### src/rtl/pid_sched_if.sv
// pid_sched_if: host, measurement, pid and control-output signals of pid_sched.
// PID_MEAS_TMO_EN adds the sticky meas_timeout flag.
interface pid_sched_if #(
  parameter int D_WIDTH   = 16,
  parameter int DIV_WIDTH = 16
);
  logic                 enable;
  logic [DIV_WIDTH-1:0] sample_div;
  logic                 cfg_valid;
  logic                 cfg_ready;
  logic [1:0]           cfg_addr;
  logic [D_WIDTH-1:0]   cfg_data;
  logic                 meas_valid;
  logic                 meas_ready;
  logic [D_WIDTH-1:0]   meas_data;
  logic [D_WIDTH-1:0]   target_in;
  logic                 pid_we_n;
  logic [D_WIDTH-1:0]   pid_addr;
  logic [D_WIDTH-1:0]   pid_data;
  logic [D_WIDTH-1:0]   pid_target;
  logic [D_WIDTH-1:0]   pid_meas;
  logic [D_WIDTH-1:0]   pid_out;
  logic                 ctrl_valid;
  logic [D_WIDTH-1:0]   ctrl_data;
  logic                 overrun;
  logic                 overrun_clr;
`ifdef PID_MEAS_TMO_EN
  logic                 meas_timeout;
`endif
  modport master (
    output enable, sample_div, cfg_valid, cfg_addr, cfg_data, meas_valid, meas_data,
           target_in, pid_out, overrun_clr,
    input  cfg_ready, meas_ready, pid_we_n, pid_addr, pid_data, pid_target, pid_meas,
           ctrl_valid, ctrl_data, overrun
`ifdef PID_MEAS_TMO_EN
         , meas_timeout
`endif
  );
  modport slave (
    input  enable, sample_div, cfg_valid, cfg_addr, cfg_data, meas_valid, meas_data,
           target_in, pid_out, overrun_clr,
    output cfg_ready, meas_ready, pid_we_n, pid_addr, pid_data, pid_target, pid_meas,
           ctrl_valid, ctrl_data, overrun
`ifdef PID_MEAS_TMO_EN
         , meas_timeout
`endif
  );
endinterface

### src/rtl/pid_sched.sv
// pid_sched: sample-rate scheduler and gain-update sequencer in front of the pid datapath.
// Optional PID_MEAS_TMO_EN: measurement timeout after TMO_CYCLES clocks in WAIT_MEAS.
module pid_sched #(
  parameter int D_WIDTH   = 16,
  parameter int DIV_WIDTH = 16
`ifdef PID_MEAS_TMO_EN
, parameter int TMO_CYCLES = 1000
`endif
) (
  input logic       clock,
  input logic       reset,
  pid_sched_if.slave bus
);
  typedef enum logic [2:0] {IDLE, WAIT_MEAS, SETTLE, CAPTURE, CFG_WR} state_t;
  state_t                      state;
  logic [DIV_WIDTH-1:0]        cnt;
  logic                        tick;
  logic [3:0][D_WIDTH-1:0]     shadow;
  logic [3:0]                  pending;
  logic [1:0]                  sel;
`ifdef PID_MEAS_TMO_EN
  localparam int TW = $clog2(TMO_CYCLES + 1);
  logic [TW-1:0]               tmo;
`endif
  assign tick = bus.enable && cnt == bus.sample_div;
  assign bus.cfg_ready = 1'b1;
  assign bus.meas_ready = state == WAIT_MEAS;
  always_comb sel = pending[0] ? 2'd0 : pending[1] ? 2'd1 : pending[2] ? 2'd2 : 2'd3;
  always_ff @(posedge clock or posedge reset)
    if (reset) cnt <= '0;
    else cnt <= (!bus.enable || tick) ? '0 : cnt + 1'b1;
  // An intake on the commit cycle re-arms the pending bit, so the new value is committed later.
  always_ff @(posedge clock or posedge reset)
    if (reset) begin
      shadow  <= '0;
      pending <= '0;
    end else begin
      if (state == CFG_WR) pending[bus.pid_addr[1:0]] <= 1'b0;
      if (bus.cfg_valid) begin
        shadow[bus.cfg_addr]  <= bus.cfg_data;
        pending[bus.cfg_addr] <= 1'b1;
      end
    end
  always_ff @(posedge clock or posedge reset)
    if (reset) begin
      state          <= IDLE;
      bus.pid_we_n   <= 1'b1;
      bus.pid_addr   <= '0;
      bus.pid_data   <= '0;
      bus.pid_target <= '0;
      bus.pid_meas   <= '0;
      bus.ctrl_data  <= '0;
      bus.ctrl_valid <= 1'b0;
      bus.overrun    <= 1'b0;
`ifdef PID_MEAS_TMO_EN
      tmo              <= '0;
      bus.meas_timeout <= 1'b0;
`endif
    end else begin
      bus.pid_we_n   <= 1'b1;
      bus.ctrl_valid <= 1'b0;
      bus.overrun    <= (tick && state != IDLE) ? 1'b1 : bus.overrun_clr ? 1'b0 : bus.overrun;
`ifdef PID_MEAS_TMO_EN
      if (bus.overrun_clr) bus.meas_timeout <= 1'b0;
`endif
      case (state)
        IDLE:
          if (tick) begin
            state <= WAIT_MEAS;
`ifdef PID_MEAS_TMO_EN
            tmo <= '0;
`endif
          end else if (|pending) begin
            state        <= CFG_WR;
            bus.pid_we_n <= 1'b0;
            bus.pid_addr <= D_WIDTH'(sel);
            // Forward a same-cycle rewrite so the strobe never carries stale data.
            bus.pid_data <= (bus.cfg_valid && bus.cfg_addr == sel) ? bus.cfg_data : shadow[sel];
          end
        WAIT_MEAS:
          if (bus.meas_valid) begin
            bus.pid_meas   <= bus.meas_data;
            bus.pid_target <= bus.target_in;
            state          <= SETTLE;
          end
`ifdef PID_MEAS_TMO_EN
          else if (tmo == TW'(TMO_CYCLES - 1)) begin
            state            <= IDLE;
            bus.meas_timeout <= 1'b1;
          end else tmo <= tmo + 1'b1;
`endif
        SETTLE: state <= CAPTURE;
        CAPTURE: begin
          bus.ctrl_data  <= bus.pid_out;
          bus.ctrl_valid <= 1'b1;
          state          <= IDLE;
        end
        CFG_WR: state <= IDLE;
        default: state <= IDLE;
      endcase
    end
endmodule

### src/flat_wrapper.sv
// flat-port wrapper written by rule: the top's interface ports become plain ports
module pid_sched_flat 
#(
  parameter int D_WIDTH   = 16,
  parameter int DIV_WIDTH = 16

)
  (clock, reset, bus_enable, bus_sample_div, bus_cfg_valid, bus_cfg_addr, bus_cfg_data, bus_meas_valid, bus_meas_data, bus_target_in, bus_pid_out, bus_overrun_clr, bus_cfg_ready, bus_meas_ready, bus_pid_we_n, bus_pid_addr, bus_pid_data, bus_pid_target, bus_pid_meas, bus_ctrl_valid, bus_ctrl_data, bus_overrun);
  pid_sched_if #(.D_WIDTH(D_WIDTH), .DIV_WIDTH(DIV_WIDTH)) bus_i ();
  input logic clock;
  input logic reset;
  input wire logic [$bits(bus_i.enable)-1:0] bus_enable;
  input wire logic [$bits(bus_i.sample_div)-1:0] bus_sample_div;
  input wire logic [$bits(bus_i.cfg_valid)-1:0] bus_cfg_valid;
  input wire logic [$bits(bus_i.cfg_addr)-1:0] bus_cfg_addr;
  input wire logic [$bits(bus_i.cfg_data)-1:0] bus_cfg_data;
  input wire logic [$bits(bus_i.meas_valid)-1:0] bus_meas_valid;
  input wire logic [$bits(bus_i.meas_data)-1:0] bus_meas_data;
  input wire logic [$bits(bus_i.target_in)-1:0] bus_target_in;
  input wire logic [$bits(bus_i.pid_out)-1:0] bus_pid_out;
  input wire logic [$bits(bus_i.overrun_clr)-1:0] bus_overrun_clr;
  output wire logic [$bits(bus_i.cfg_ready)-1:0] bus_cfg_ready;
  output wire logic [$bits(bus_i.meas_ready)-1:0] bus_meas_ready;
  output wire logic [$bits(bus_i.pid_we_n)-1:0] bus_pid_we_n;
  output wire logic [$bits(bus_i.pid_addr)-1:0] bus_pid_addr;
  output wire logic [$bits(bus_i.pid_data)-1:0] bus_pid_data;
  output wire logic [$bits(bus_i.pid_target)-1:0] bus_pid_target;
  output wire logic [$bits(bus_i.pid_meas)-1:0] bus_pid_meas;
  output wire logic [$bits(bus_i.ctrl_valid)-1:0] bus_ctrl_valid;
  output wire logic [$bits(bus_i.ctrl_data)-1:0] bus_ctrl_data;
  output wire logic [$bits(bus_i.overrun)-1:0] bus_overrun;
  assign bus_i.enable = bus_enable;
  assign bus_i.sample_div = bus_sample_div;
  assign bus_i.cfg_valid = bus_cfg_valid;
  assign bus_i.cfg_addr = bus_cfg_addr;
  assign bus_i.cfg_data = bus_cfg_data;
  assign bus_i.meas_valid = bus_meas_valid;
  assign bus_i.meas_data = bus_meas_data;
  assign bus_i.target_in = bus_target_in;
  assign bus_i.pid_out = bus_pid_out;
  assign bus_i.overrun_clr = bus_overrun_clr;
  assign bus_cfg_ready = bus_i.cfg_ready;
  assign bus_meas_ready = bus_i.meas_ready;
  assign bus_pid_we_n = bus_i.pid_we_n;
  assign bus_pid_addr = bus_i.pid_addr;
  assign bus_pid_data = bus_i.pid_data;
  assign bus_pid_target = bus_i.pid_target;
  assign bus_pid_meas = bus_i.pid_meas;
  assign bus_ctrl_valid = bus_i.ctrl_valid;
  assign bus_ctrl_data = bus_i.ctrl_data;
  assign bus_overrun = bus_i.overrun;
  pid_sched #(.D_WIDTH(D_WIDTH), .DIV_WIDTH(DIV_WIDTH)) u_core (.clock(clock), .reset(reset), .bus(bus_i));
endmodule
### config.mk
export PLATFORM = sky130hd
export DESIGN_NAME = pid_sched_flat
export DESIGN_NICKNAME = d
export VERILOG_FILES = /design/src/rtl/pid_sched_if.sv /design/src/rtl/pid_sched.sv /design/src/flat_wrapper.sv
export SDC_FILE = /design/constraint.sdc
export NUM_CORES = 1
export LEC_CHECK = 0
export ABC_AREA = 1
export BUFFER_PORTS_ARGS = -buffer_cell sky130_fd_sc_hd__buf_2
export CORE_MARGIN = 3
export CORE_UTILIZATION = 30
export CTS_CLUSTER_DIAMETER = 150
export CTS_CLUSTER_SIZE = 24
export DETAILED_ROUTE_END_ITERATION = 10
export SETUP_SLACK_MARGIN = 0.5
export SLEW_MARGIN = 15
export SYNTH_ARGS = -nofsm -noshare
export SYNTH_HDL_FRONTEND = slang
export SYNTH_SLANG_ARGS = --single-unit
### constraint.sdc
create_clock -name clock -period 13 [get_ports clock]
set_input_delay 2.6 -clock clock [delete_from_list [all_inputs] [get_ports clock]]
set_output_delay 2.6 -clock clock [all_outputs]
set_load 0.1 [all_outputs]
### Word level (Yosys, flattened, before mapping)

Index checks and enable logic that the tools add are counted.

| cells by class | value |
|---|---|
| $add $sub $neg | 1 |
| order comparisons | 5 |
| eq/ne operators | 8 |
| muxes and demuxes | 26 |
| bitwise operators | 4 |
| reduce and logical (&&, ||, !) cells | 14 |

Operators with widths:

| kind | count |
|---|---|
| 64-bit bitwise mux | 1 |
| 16-bit two-way mux | 4 |
| 16-bit binary-select mux with 2-bit select | 1 |
| 16-bit demux with 2-bit select | 1 |
| 16-bit by 1-bit adder with 16-bit output, second input constant | 1 |
| 16-bit == test | 1 |
| 2-bit by 3-bit < comparator with 1-bit output, second input constant | 3 |
| 1-bit two-way mux | 9 |
| 3-bit two-way mux | 3 |
| 3-bit case mux with 3 select lines | 1 |
| 4-bit two-way mux | 2 |
| 3-bit by 2-bit == test with 1-bit output, second input constant | 2 |
| 1-bit logical AND | 5 |
| 4-bit bitwise AND | 1 |
| 1-bit demux with 2-bit select | 2 |
| 2-bit by 1-bit greater-or-equal comparator with 1-bit output, second input constant | 2 |
| 2-bit two-way mux | 2 |
| 4-bit inverter | 1 |
| 4-bit bitwise OR | 1 |
| 2-bit AND reduction | 2 |
| 4-bit OR reduction | 1 |
| 3-bit by 1-bit == test with 1-bit output, second input constant | 1 |
| 3-bit == test, second input constant | 1 |
| 3-bit logical NOT | 1 |
| 9 further kinds | 9 |

| word-level totals | value |
|---|---|
| register bits | 156 |
| bits of input ports | 88 |
| output and inout bits | 85 |
| logic and storage cells | 73 |

### Longest topological paths before layout

| depth | value |
|---|---|
| word-level depth | 9 |
| depth in mapped cells | 12 |
| mapped depth without buffers | 11 |

### Worst setup path before layout

No wires, ideal clock.

| timing path | value |
|---|---|
| path kind | flip-flop to output port |
| start | register u_core.state[2] |
| end | output bus_meas_ready |
| arrival | 1196 ps |
| required time | 10400 ps |
| slack | 9204 ps |
| cell stages (with the launch flop) | 4 |
| buffers on the path | 0 |
| path through | dfrtp_1 nor2_1 nand2_1 inv_1 |

| on the way | value |
|---|---|
| cells in the longest elaborated chain, start to end | 1 |

Ends and longest elaborated chain:

| element | RTL line | text |
|---|---|---|
| start, declared | pid_sched.sv:15 | `state_t state;` |
| start signal, assigned | pid_sched.sv:46 | `state <= IDLE;` |
| start signal, assigned | pid_sched.sv:69 | `state <= WAIT_MEAS;` |
| start signal, assigned | pid_sched.sv:74 | `state <= CFG_WR;` |
| 3-bit by 1-bit == test with 1-bit output | pid_sched.sv:27 | `assign bus.meas_ready = state == WAIT_MEAS;` |
| end, declared | flat_wrapper.sv:23 | `output wire logic [$bits(bus_i.meas_ready)-1:0] bus_meas_ready;` |

No other way between the ends.

### Final worst setup path

Ends and elaborated chain as after synthesis.

==> results.toml <==
[synth]
seq_area_frac_synth_pct = 51.6
async_flop_share_pct = 100
synth.avg_cell_area_um2 = 8.08
ys_top_cells_by_area = "dfrtp_1 51%, nand2_1 16%, inv_1 6.4%"
yosysMostFrequentCell = "nand2_1"
yosysTopAreaCell = "dfrtp_1"
ys_warn_count = 0
synth_top_area_share_pct = 51.3
synth_edf_count = 0
synth_cell_types = 33
ys_ff_latch = 156
ys.flop_type = "dfrtp_1"
syn_inst = 936
syn_area_mm2 = 0.00756
ys_top_cells_by_count = "321 x nand2_1, 155 x dfrtp_1, 128 x inv_1"

[routing]
dr.pass1.iters = 5
drt_first_iter_violations = 478
routed_wl_um = 19300
wl_per_cell_um = 13.6
num_vias = 6363
remaining_drc_errors = 0
detail-route-antenna-nets = 0
viasPerCell = 4.49

[run_status]
outcome = "finished, final reports clean"

[critical_path]
cp_max_fo = 3
critPathKind = "flop to output pin"
crit_path_cell_trace = "nor2_1 -> nand2_1 -> inv_1 -> buf_2"
rr_startpoint = "u_core.pending[0]"
r2r-end = "u_core.bus.pid_data[8]"
max_stage_delay_ns = 0.43
cpLargestDelayFamily = "buffers and inverters"
worstPathRequired_ns = 10.40
cp_num_buf_inv = 2
cp-start-kind = "flop"
crit_arrival_ns = 1.59
critPathSlowestCell = "buf_2"
r2r_cells = 9
critPathCaptureType = "output pin"
r2r_slack_ns = 10.25

[clocking]
cts-resized-gates = 0
cts-root-buf = "clkbuf_16"
cts_sinks = 156
post_cts_buffers = 0
clk_pin_slew_ns = 0.06
tritoncts = "built"
clk_path_buf_depth = 2
insertion_delay_ns = 0.42
cts_hold_buf = 0
cts_made_buffers = 17
htreeDepth = 4

[die]
die_w_um = 165
die_area_mm2 = 0.0271
die_y_um = 165
start_util_pct = 30.8
rows = 57
top_level_ports = 173
core_region_area_mm2 = 0.0245

[global_route]
grt-ovfl-total = 0
grt_usage_pct = 14.3
antenna_found_initial = 1
grt_pass1_vias = 5857
grt_pass1_wl_um = 30600
grt_max_degree = 89

[hold_path]
min_path_cells = 2
hold_start = "u_core.bus.ctrl_data[14]"
min_path_type = "flop to flop"
worstHoldEndpoint = "u_core.bus.ctrl_data[14]"

[power_and_ir_drop]
power_density_mw_per_mm2 = 278
irDropWorstVdd_mv = 0.134
switching_share_pct = 53.8
p_comb_share_pct = 52.7
p_sw_uw = 1370
seq_power_share_pct = 27.5
pwr-share-clk_pct = 19.8
internal-power_uw = 1170
power_leakage_uw = 0.00500

[timing]
finalCritPeriodShare_pct = 32.2
setup_viol = 0
slew-limit-headroom_pct = 39.2
rsz0062_at_grt = "false"
finalHoldViolations = 0
timing.final.crit_period_ns = 4.19
worstMarginPinSlew_ns = 0.911
finClkSkew_ns = 0.00692
setup_tns_ns = 0
max_freq_mhz = 239
maxSlewViolCount = 0

[placed_design]
placed_area_mm2 = 0.00855
port-buffer-count = 157
place_congestion = 0.801
dpl.hpwl_um = 13100

[final_layout]
drive_gt1_share_pct = 22.6
nFillCells = 2567
areaGrowthSynthToFinish_pct = 20.9
nets = 1168
design_area_mm2 = 0.00914

[job]
maxCapViolations = 0
registers in the layout (all words and copies together), names as in the netlist:
signal	count
u_core.shadow	64
u_core.pending	4
u_core.bus.pid_meas	16
u_core.bus.pid_data	16
u_core.bus.pid_addr	2
u_core.bus.ctrl_valid	1
u_core.cnt	16
u_core.bus.ctrl_data	16
u_core.bus.pid_we_n	1
u_core.state	3
u_core.bus.pid_target	16
u_core.bus.overrun	1
final cells by class:
cell class	instances	area (um^2)	area share, %
sequential	156	3910	42.7
multi-input combinational	606	2890	31.6
timing repair buffer	165	846	9.25
inverter	133	504	5.51
clock buffer	20	447	4.89
tap	324	405	4.43
clock inverter	11	145	1.59
antenna	1	2.50	0.0274
cells by family after synthesis:
logic type / count (synthesis) / share of synthesized area, %
flip-flops: 156 / 51.6
other: 2 / 0.0993
buffers and inverters: 187 / 10.8
adder cells (fa/ha/maj): 1 / 0.165
AND/OR/NAND/NOR: 480 / 27.1
multiplexers: 32 / 4.77
XOR/XNOR: 5 / 0.579
AO/OA/AOI/OAI: 73 / 4.90
worst max path at each step:
stage                                    endpoint  slack (ns)  cells after the start              start
final                              bus_meas_ready        8.81                      4    u_core.state[2]
after global routing      u_core.bus.pid_data[12]        8.66                     11  bus_sample_div[4]
after global placement          u_core.shadow[62]        8.69                      3              reset
after CTS                          bus_meas_ready        8.79                      4    u_core.state[2]
after floorplan           u_core.bus.ctrl_data[0]        6.20                      1              reset
after detailed placement  u_core.bus.pid_data[10]        8.62                     11  bus_sample_div[0]
metal layers:
layer | global-route usage (%) | vias up | wire length [um]
met3 | 3.96 | 17 | 1320
li1 | - | 3169 | -
met2 | 23.1 | 184 | 9160
met4 | 3.93 | 2 | 299
met5 | 0 | - | 13
met1 | 18.9 | 2991 | 8490
metrics by stage:
| stage | utilization [%] | power (uW) | setup slack, ns | std cells | hold slack (ns) |
|---|---|---|---|---|---|
| floorplan | - | 1820 | 6.20 | 949 | 0.443 |
| finish | 37.3 | 2540 | 8.81 | 1416 | 0.466 |
| detailed placement | 34.8 | 2060 | 8.62 | 1384 | 0.454 |
| CTS | 37.3 | 2570 | 8.79 | 1415 | 0.470 |
| global placement | 34.8 | 2040 | 8.69 | 1384 | 0.450 |
| global route | 37.3 | 2690 | 8.66 | 1415 | 0.480 |
worst register-to-register path, stage by stage, from the launching register on:
cell     delay (ns)
dfrtp_1        0.41
inv_2          0.53
nand2_2        0.62
nand2_1        0.19
nand2_1        0.11
nor2_4         0.41
nand2_1        0.12
nand2_1        0.12
nand4_1        0.10
nand2_1        0.10
power by group through the flow:
stage / Clock [uW] / Combinational [uW] / Sequential, uW
2_1_floorplan: 0 / 426 / 1390
3_3_place_gp: 0 / 1340 / 702
3_5_place_dp: 0 / 1350 / 706
4_1_cts: 520 / 1350 / 699
5_1_grt: 539 / 1430 / 717
6_report: 504 / 1340 / 699
layout by cell type (no fill, tap or decap), drive strengths merged:
master,count
xor2,5
mux2,32
diode,1
dfrtp,155
a21oi,2
o22ai,1
bufinv,3
clkbuf,20
clkinv,5
and2,1
nand3,81
nor2,36
a31oi,1
buf,165
nand4,22
nor3,12
or2,1
o21ai,68
o31ai,1
clkinvlp,3
dfstp,1
inv,133
nor3b,2
conb,15
ha,1
nand2,325
Power figures use the tool's default switching activity.
